File: src/rtl/cache_controller.sv
// Two-line direct-mapped MSI cache controller on a snooping bus.
// The bus carries {estado, tag, valor} messages. Dirty lines that another
// cache read-misses are downgraded to S and flushed before new CPU work.
// Handshake: cpu_req is sampled only in IDLE. Each request ends with a single
// cpu_ready pulse. bus_req stays high from ARB through the last message cycle.
// A transaction advances past ARB only on an edge with bus_gnt=1.
module cache_controller #(
    parameter logic [1:0] Idle      = 2'b00,
    parameter logic [1:0] ReadMiss  = 2'b01,
    parameter logic [1:0] WriteMiss = 2'b10,
    parameter logic [1:0] WriteBack = 2'b11
) (
    input  logic       clock,
    input  logic       reset_n,
    input  logic       cpu_req,
    input  logic       cpu_we,
    input  logic [2:0] cpu_addr,
    input  logic [3:0] cpu_wdata,
    output logic       cpu_ready,
    output logic [3:0] cpu_rdata,
    output logic       bus_req,
    input  logic       bus_gnt,
    output logic [8:0] bus,
    input  logic [8:0] q,
    input  logic [8:0] snoop
);
    typedef enum logic [1:0] {LINE_I, LINE_S, LINE_M} line_st_e;
    typedef enum logic [2:0] {IDLE, ARB, WB, RM, WM, DONE} state_e;

    state_e     state_q, state_d;
    line_st_e   line_st_q [2];
    line_st_e   line_st_d [2];
    logic [2:0] line_tag_q [2];
    logic [2:0] line_tag_d [2];
    logic [3:0] line_data_q [2];
    logic [3:0] line_data_d [2];
    logic [1:0] flush_q, flush_d;
    logic       pend_q, pend_d;          // request accepted while a flush was due
    logic [2:0] addr_q, addr_d;
    logic       we_q, we_d;
    logic [3:0] wdata_q, wdata_d;
    logic       flush_op_q, flush_op_d;  // current bus transaction is a flush
    logic       flush_idx_q, flush_idx_d;
    logic       cpu_ready_q, cpu_ready_d;
    logic [3:0] cpu_rdata_q, cpu_rdata_d;

    logic       eff_req, eff_we, eff_idx, vic_idx;
    logic [2:0] eff_addr;
    logic [3:0] eff_wdata;
    logic       snp_idx;

    assign eff_req   = cpu_req | pend_q;
    assign eff_addr  = pend_q ? addr_q : cpu_addr;
    assign eff_we    = pend_q ? we_q : cpu_we;
    assign eff_wdata = pend_q ? wdata_q : cpu_wdata;
    assign eff_idx   = eff_addr[0];
    assign snp_idx   = snoop[4];
    assign vic_idx   = flush_op_q ? flush_idx_q : addr_q[0];

    // State, line array and request registers; reset aborts any transaction.
    always_ff @(posedge clock or negedge reset_n) begin
        if (!reset_n) begin
            state_q     <= IDLE;
            for (int i = 0; i < 2; i++) begin
                line_st_q[i]   <= LINE_I;
                line_tag_q[i]  <= 3'd0;
                line_data_q[i] <= 4'd0;
            end
            flush_q     <= 2'b00;
            pend_q      <= 1'b0;
            addr_q      <= 3'd0;
            we_q        <= 1'b0;
            wdata_q     <= 4'd0;
            flush_op_q  <= 1'b0;
            flush_idx_q <= 1'b0;
            cpu_ready_q <= 1'b0;
            cpu_rdata_q <= 4'd0;
        end else begin
            state_q     <= state_d;
            for (int i = 0; i < 2; i++) begin
                line_st_q[i]   <= line_st_d[i];
                line_tag_q[i]  <= line_tag_d[i];
                line_data_q[i] <= line_data_d[i];
            end
            flush_q     <= flush_d;
            pend_q      <= pend_d;
            addr_q      <= addr_d;
            we_q        <= we_d;
            wdata_q     <= wdata_d;
            flush_op_q  <= flush_op_d;
            flush_idx_q <= flush_idx_d;
            cpu_ready_q <= cpu_ready_d;
            cpu_rdata_q <= cpu_rdata_d;
        end
    end

    // Snoop updates first, then CPU/FSM actions on the snoop-adjusted lines.
    always_comb begin
        state_d     = state_q;
        line_st_d   = line_st_q;
        line_tag_d  = line_tag_q;
        line_data_d = line_data_q;
        flush_d     = flush_q;
        pend_d      = pend_q;
        addr_d      = addr_q;
        we_d        = we_q;
        wdata_d     = wdata_q;
        flush_op_d  = flush_op_q;
        flush_idx_d = flush_idx_q;
        cpu_ready_d = 1'b0;
        cpu_rdata_d = cpu_rdata_q;

        if (line_tag_q[snp_idx] == snoop[6:4]) begin
            if (snoop[8:7] == WriteMiss && line_st_q[snp_idx] != LINE_I) begin
                line_st_d[snp_idx] = LINE_I;
            end else if (snoop[8:7] == ReadMiss && line_st_q[snp_idx] == LINE_M) begin
                line_st_d[snp_idx] = LINE_S;
                flush_d[snp_idx]   = 1'b1;
            end
        end

        unique case (state_q)
            IDLE: begin
                if (flush_d != 2'b00) begin
                    state_d     = ARB;
                    flush_op_d  = 1'b1;
                    flush_idx_d = ~flush_d[0];
                    if (eff_req) begin
                        pend_d  = 1'b1;
                        addr_d  = eff_addr;
                        we_d    = eff_we;
                        wdata_d = eff_wdata;
                    end
                end else if (eff_req) begin
                    pend_d = 1'b0;
                    if (!eff_we && line_st_d[eff_idx] != LINE_I
                        && line_tag_q[eff_idx] == eff_addr) begin
                        cpu_ready_d = 1'b1;
                        cpu_rdata_d = line_data_q[eff_idx];
                    end else if (eff_we && line_st_d[eff_idx] == LINE_M
                                 && line_tag_q[eff_idx] == eff_addr) begin
                        line_data_d[eff_idx] = eff_wdata;
                        cpu_ready_d          = 1'b1;
                    end else begin
                        state_d    = ARB;
                        flush_op_d = 1'b0;
                        addr_d     = eff_addr;
                        we_d       = eff_we;
                        wdata_d    = eff_wdata;
                    end
                end
            end
            ARB: begin
                if (bus_gnt) begin
                    if (flush_op_q) begin
                        state_d = WB;
                    end else if ((line_st_d[addr_q[0]] == LINE_M || flush_d[addr_q[0]])
                                 && line_tag_q[addr_q[0]] != addr_q) begin
                        state_d = WB;
                    end else begin
                        state_d = we_q ? WM : RM;
                    end
                end
            end
            WB: begin
                flush_d[vic_idx] = 1'b0;
                if (flush_op_q) begin
                    state_d = IDLE;
                end else begin
                    line_st_d[vic_idx] = LINE_I;
                    state_d = we_q ? WM : RM;
                end
            end
            RM: begin
                line_st_d[addr_q[0]]   = LINE_S;
                line_tag_d[addr_q[0]]  = addr_q;
                line_data_d[addr_q[0]] = q[3:0];
                flush_d[addr_q[0]]     = 1'b0;
                cpu_rdata_d            = q[3:0];
                cpu_ready_d            = 1'b1;
                state_d                = DONE;
            end
            WM: begin
                line_st_d[addr_q[0]]   = LINE_M;
                line_tag_d[addr_q[0]]  = addr_q;
                line_data_d[addr_q[0]] = wdata_q;
                flush_d[addr_q[0]]     = 1'b0;
                cpu_ready_d            = 1'b1;
                state_d                = DONE;
            end
            DONE: state_d = IDLE;
            default: state_d = IDLE;
        endcase
    end

    // Bus message and arbitration request decoded from the current state.
    always_comb begin
        bus     = {Idle, 3'b000, 4'b0000};
        bus_req = 1'b0;
        unique case (state_q)
            ARB: bus_req = 1'b1;
            WB: begin
                bus     = {WriteBack, line_tag_q[vic_idx], line_data_q[vic_idx]};
                bus_req = 1'b1;
            end
            RM: begin
                bus     = {ReadMiss, addr_q, 4'b0000};
                bus_req = 1'b1;
            end
            WM: begin
                bus     = {WriteMiss, addr_q, wdata_q};
                bus_req = 1'b1;
            end
            default: ;
        endcase
    end

    assign cpu_ready = cpu_ready_q;
    assign cpu_rdata = cpu_rdata_q;
endmodule

File: config.mk
export PLATFORM = sky130hd
export DESIGN_NAME = cache_controller
export DESIGN_NICKNAME = d
export VERILOG_FILES = /design/src/rtl/cache_controller.sv
export SDC_FILE = /design/constraint.sdc
export NUM_CORES = 1
export LEC_CHECK = 0
export BUFFER_PORTS_ARGS = -buffer_cell sky130_fd_sc_hd__buf_2
export CORE_ASPECT_RATIO = 0.5
export CORE_MARGIN = 10
export CORE_UTILIZATION = 45
export DETAILED_ROUTE_END_ITERATION = 6
export PLACE_DENSITY_LB_ADDON = 0.15
export SYNTH_ARGS = -nofsm -noshare
export SYNTH_HDL_FRONTEND = slang
export SYNTH_SLANG_ARGS = --single-unit
File: constraint.sdc
create_clock -name clock -period 3.85 [get_ports clock]
set_clock_uncertainty 0.1 [all_clocks]
set_input_delay 0.5775 -clock clock [delete_from_list [all_inputs] [get_ports clock]]
set_output_delay 0.5775 -clock clock [all_outputs]
set_load 0.005 [all_outputs]
==> impl_metrics.toml <==
[global_route]
grt_pass1_vias = 2397
grt_pass1_wl_um = 12500
grt_use_total = 0.150
overflow = 0
antenna_found_initial = 0
grt_max_degree = 40

[synthesis]
synth_top_family_by_area = "compound AO/OA/AOI/OAI gates"
synthXorXnorAreaFrac = 0.0458
synth_edf_count = 0
synthAdderAreaFrac = 0
muxShareOfSynthArea = 0.139
synthArstFlopShare = 1.00
yosysWarningCount = 0
avgSynthCellArea_um2 = 9.44
synth_cell_type_count = 69
synth-seq-area-share = 0.347
synth_compound_area_frac = 0.249
netlist_area_um2 = 2810
syn_inst = 298
ys_seq_elements = 39
synthSimpleGateAreaFrac = 0.181
synthesis.nets = 328
synthFlopType = "dfrtp_1"

[route]
ant_nets = 0
drc = 0
drt_first_pass_iters = 4
post_drt_wl_per_cell_um = 18.2
drtIter0Drc = 226
vias_per_cell = 5.82
wl_um = 7560
vias = 2423

[power]
max-vdd-ir-drop_uv = 379
cellPowerDensity_nw_per_um2 = 873
finalPower_mw = 2.81
power.leakage_nw = 1.43

[sta]
finalHoldViolCount = 0
maxSlewHeadroom = 0.395
setup_tns_ns = 0
period_share = 0.798
max_freq_ghz = 0.325
timing_worst_slew_pin_value_ns = 0.908
setup_viol = 0
rsz0062_at_grt = "false"
fin_crit_ns = 3.07
drv_slew = 0

[setup_path]
critPathCaptureType = "flop"
reg2regPathDepth = 7
reg2reg_from = "pend_q$_DFFE_PN0P_"
critPathLaunch = "pend_q$_DFFE_PN0P_"
path_max_fanout = 14
cp.arrival_ns = 3.14
critPathLaunchType = "flop"
worstPathRequired_ns = 3.92
critPathKind = "reg2reg"

[clock_network]
post_cts_resized = 0
htreeDepth = 2
cts-root-buf = "clkbuf_16"
cts_made_buffers = 5
insertion_delay_ns = 0.28
clockBufferDepth = 2
path_clk_slew_ns = 0.06
ctsHoldBuffers = 0
cts.sinks = 39
cts_setup_buffers = 0
tritoncts = "built"

[final_layout]
n_antenna_cell = 0
final_common_cell = "dfrtp_1"
nNetsFinal = 357
final_cell_mix = "39 x dfrtp_1, 37 x nand2_1, 35 x buf_2"
syn_to_final_growth_pct = 14.5
drive_gt1_frac = 0.241

[die]
die_w_um = 132
io_pins = 45
start_util = 0.465
core_um2 = 6060
die_area_um2 = 10000
fp-row-count = 20
die_h_um = 75.9

[place]
port_buffers = 35
dp_hpwl_um = 5720
gp_congestion = 0.917

[run_status]
status = "finished, final reports clean"

[worst_hold_path]
hold_class = "in2async"

[job]
max-cap-violations = 0
-- synthesized netlist by cell type, types with 2 or more instances --
master	count	share of area
o22a_1	5	0.016
a31oi_1	2	0.0044
o21ai_0	18	0.032
nor3_1	8	0.014
nor4_1	2	0.0044
nor2_1	23	0.031
nand2_1	37	0.049
xnor2_1	7	0.022
a21o_1	2	0.0053
nand3_1	2	0.0036
mux2_4	8	0.043
buf_2	2	0.0036
o2111ai_1	2	0.0062
nor3_4	2	0.012
o21a_1	2	0.0053
a32oi_1	3	0.0093
o211ai_1	2	0.0053
xor2_1	4	0.012
and2_1	5	0.011
nand2b_1	6	0.013
mux2i_1	19	0.068
xor2_2	2	0.012
buf_1	2	0.0027
a21oi_1	13	0.023
nand3b_1	2	0.0053
inv_1	11	0.015
a22o_1	7	0.022
mux2_2	4	0.016
o22ai_1	2	0.0044
nor2b_1	3	0.0067
o21ai_1	2	0.0036
o2bb2ai_1	5	0.016
dfrtp_1	39	0.35
clkbuf_1	10	0.013
-- cell type report --
type	count	area (µm²)
fillers	569	2830
inverters	11	41.3
flip-flops and latches	39	976
well taps	88	110
repair buffers	37	190
clock inverters	2	35.0
multi-input cells	233	1730
clock buffers	6	139
-- path summary, 6_finish.rpt --
check / endpoint / slack (ns)
max: wdata_q[0]$_DFFE_PN0P_ / 0.78
max reg2reg: wdata_q[0]$_DFFE_PN0P_ / 0.78
max in group asynchronous: line_tag_q[5]$_DFFE_PN0P_ / 2.76
min reg2reg: cpu_rdata[3]$_DFFE_PN0P_ / 0.39
min: wdata_q[0]$_DFFE_PN0P_ / 0.31
min in group clock: cpu_rdata[3]$_DFFE_PN0P_ / 0.39
-- logic make-up after synthesis --
| logic type | after synthesis |
|---|---|
| AOI/OAI and AO/OA | 88 |
| muxes | 33 |
| xor gates and xnor gates | 13 |
| and+or+nand+nor | 99 |
| DFF | 39 |
| buffers and inverters | 26 |
-- worst max-delay path, stage by stage, from the launching register on --
cell,delay (ns)
dfrtp_1,0.78
mux2i_2,0.59
xnor2_1,0.18
o2111a_1,0.23
o211a_4,0.22
nor3_4,0.06
nor3_4,0.45
mux2_4,0.34
-- metal layers --
metal  vias to the layer above  part of all wire  global-route usage
li1                       1142                 -                   -
met5                         -                 0                   0
met3                         6             0.071              0.0375
met4                         0            0.0073              0.0464
met2                        98              0.42               0.214
met1                      1177              0.50               0.215
-- flip-flops by register name (all words and copies together), names as in the netlist --
signal       count
cpu_rdata        4
flush_q          2
wdata_q          4
line_tag_q       6
flush_op_q       1
pend_q           1
line_data_q      8
addr_q           3
we_q             1
cpu_ready        1
line_st_q        4
flush_idx_q      1
state_q          3
-- where the power goes --
| group | switching [mW] | internal, mW | leakage (nW) |
|---|---|---|---|
| sequential | 0.279 | 0.579 | 0.473 |
| combinational | 0.793 | 0.676 | 0.873 |
| clock | 0.163 | 0.322 | 0.0868 |
-- stage by stage --
step	instances	utilization	setup slack, ns	hold WS (ns)	area, µm²
2_1_floorplan	298	-	1.16	0.182	2810
3_3_place_gp	408	0.503	0.833	0.370	3050
3_5_place_dp	408	0.503	0.779	0.381	3050
4_1_cts	416	0.532	0.766	0.352	3220
5_1_grt	416	0.532	0.628	0.383	3220
6_report	416	0.532	0.777	0.314	3220
Note: power is estimated with default switching activity, not from simulation.
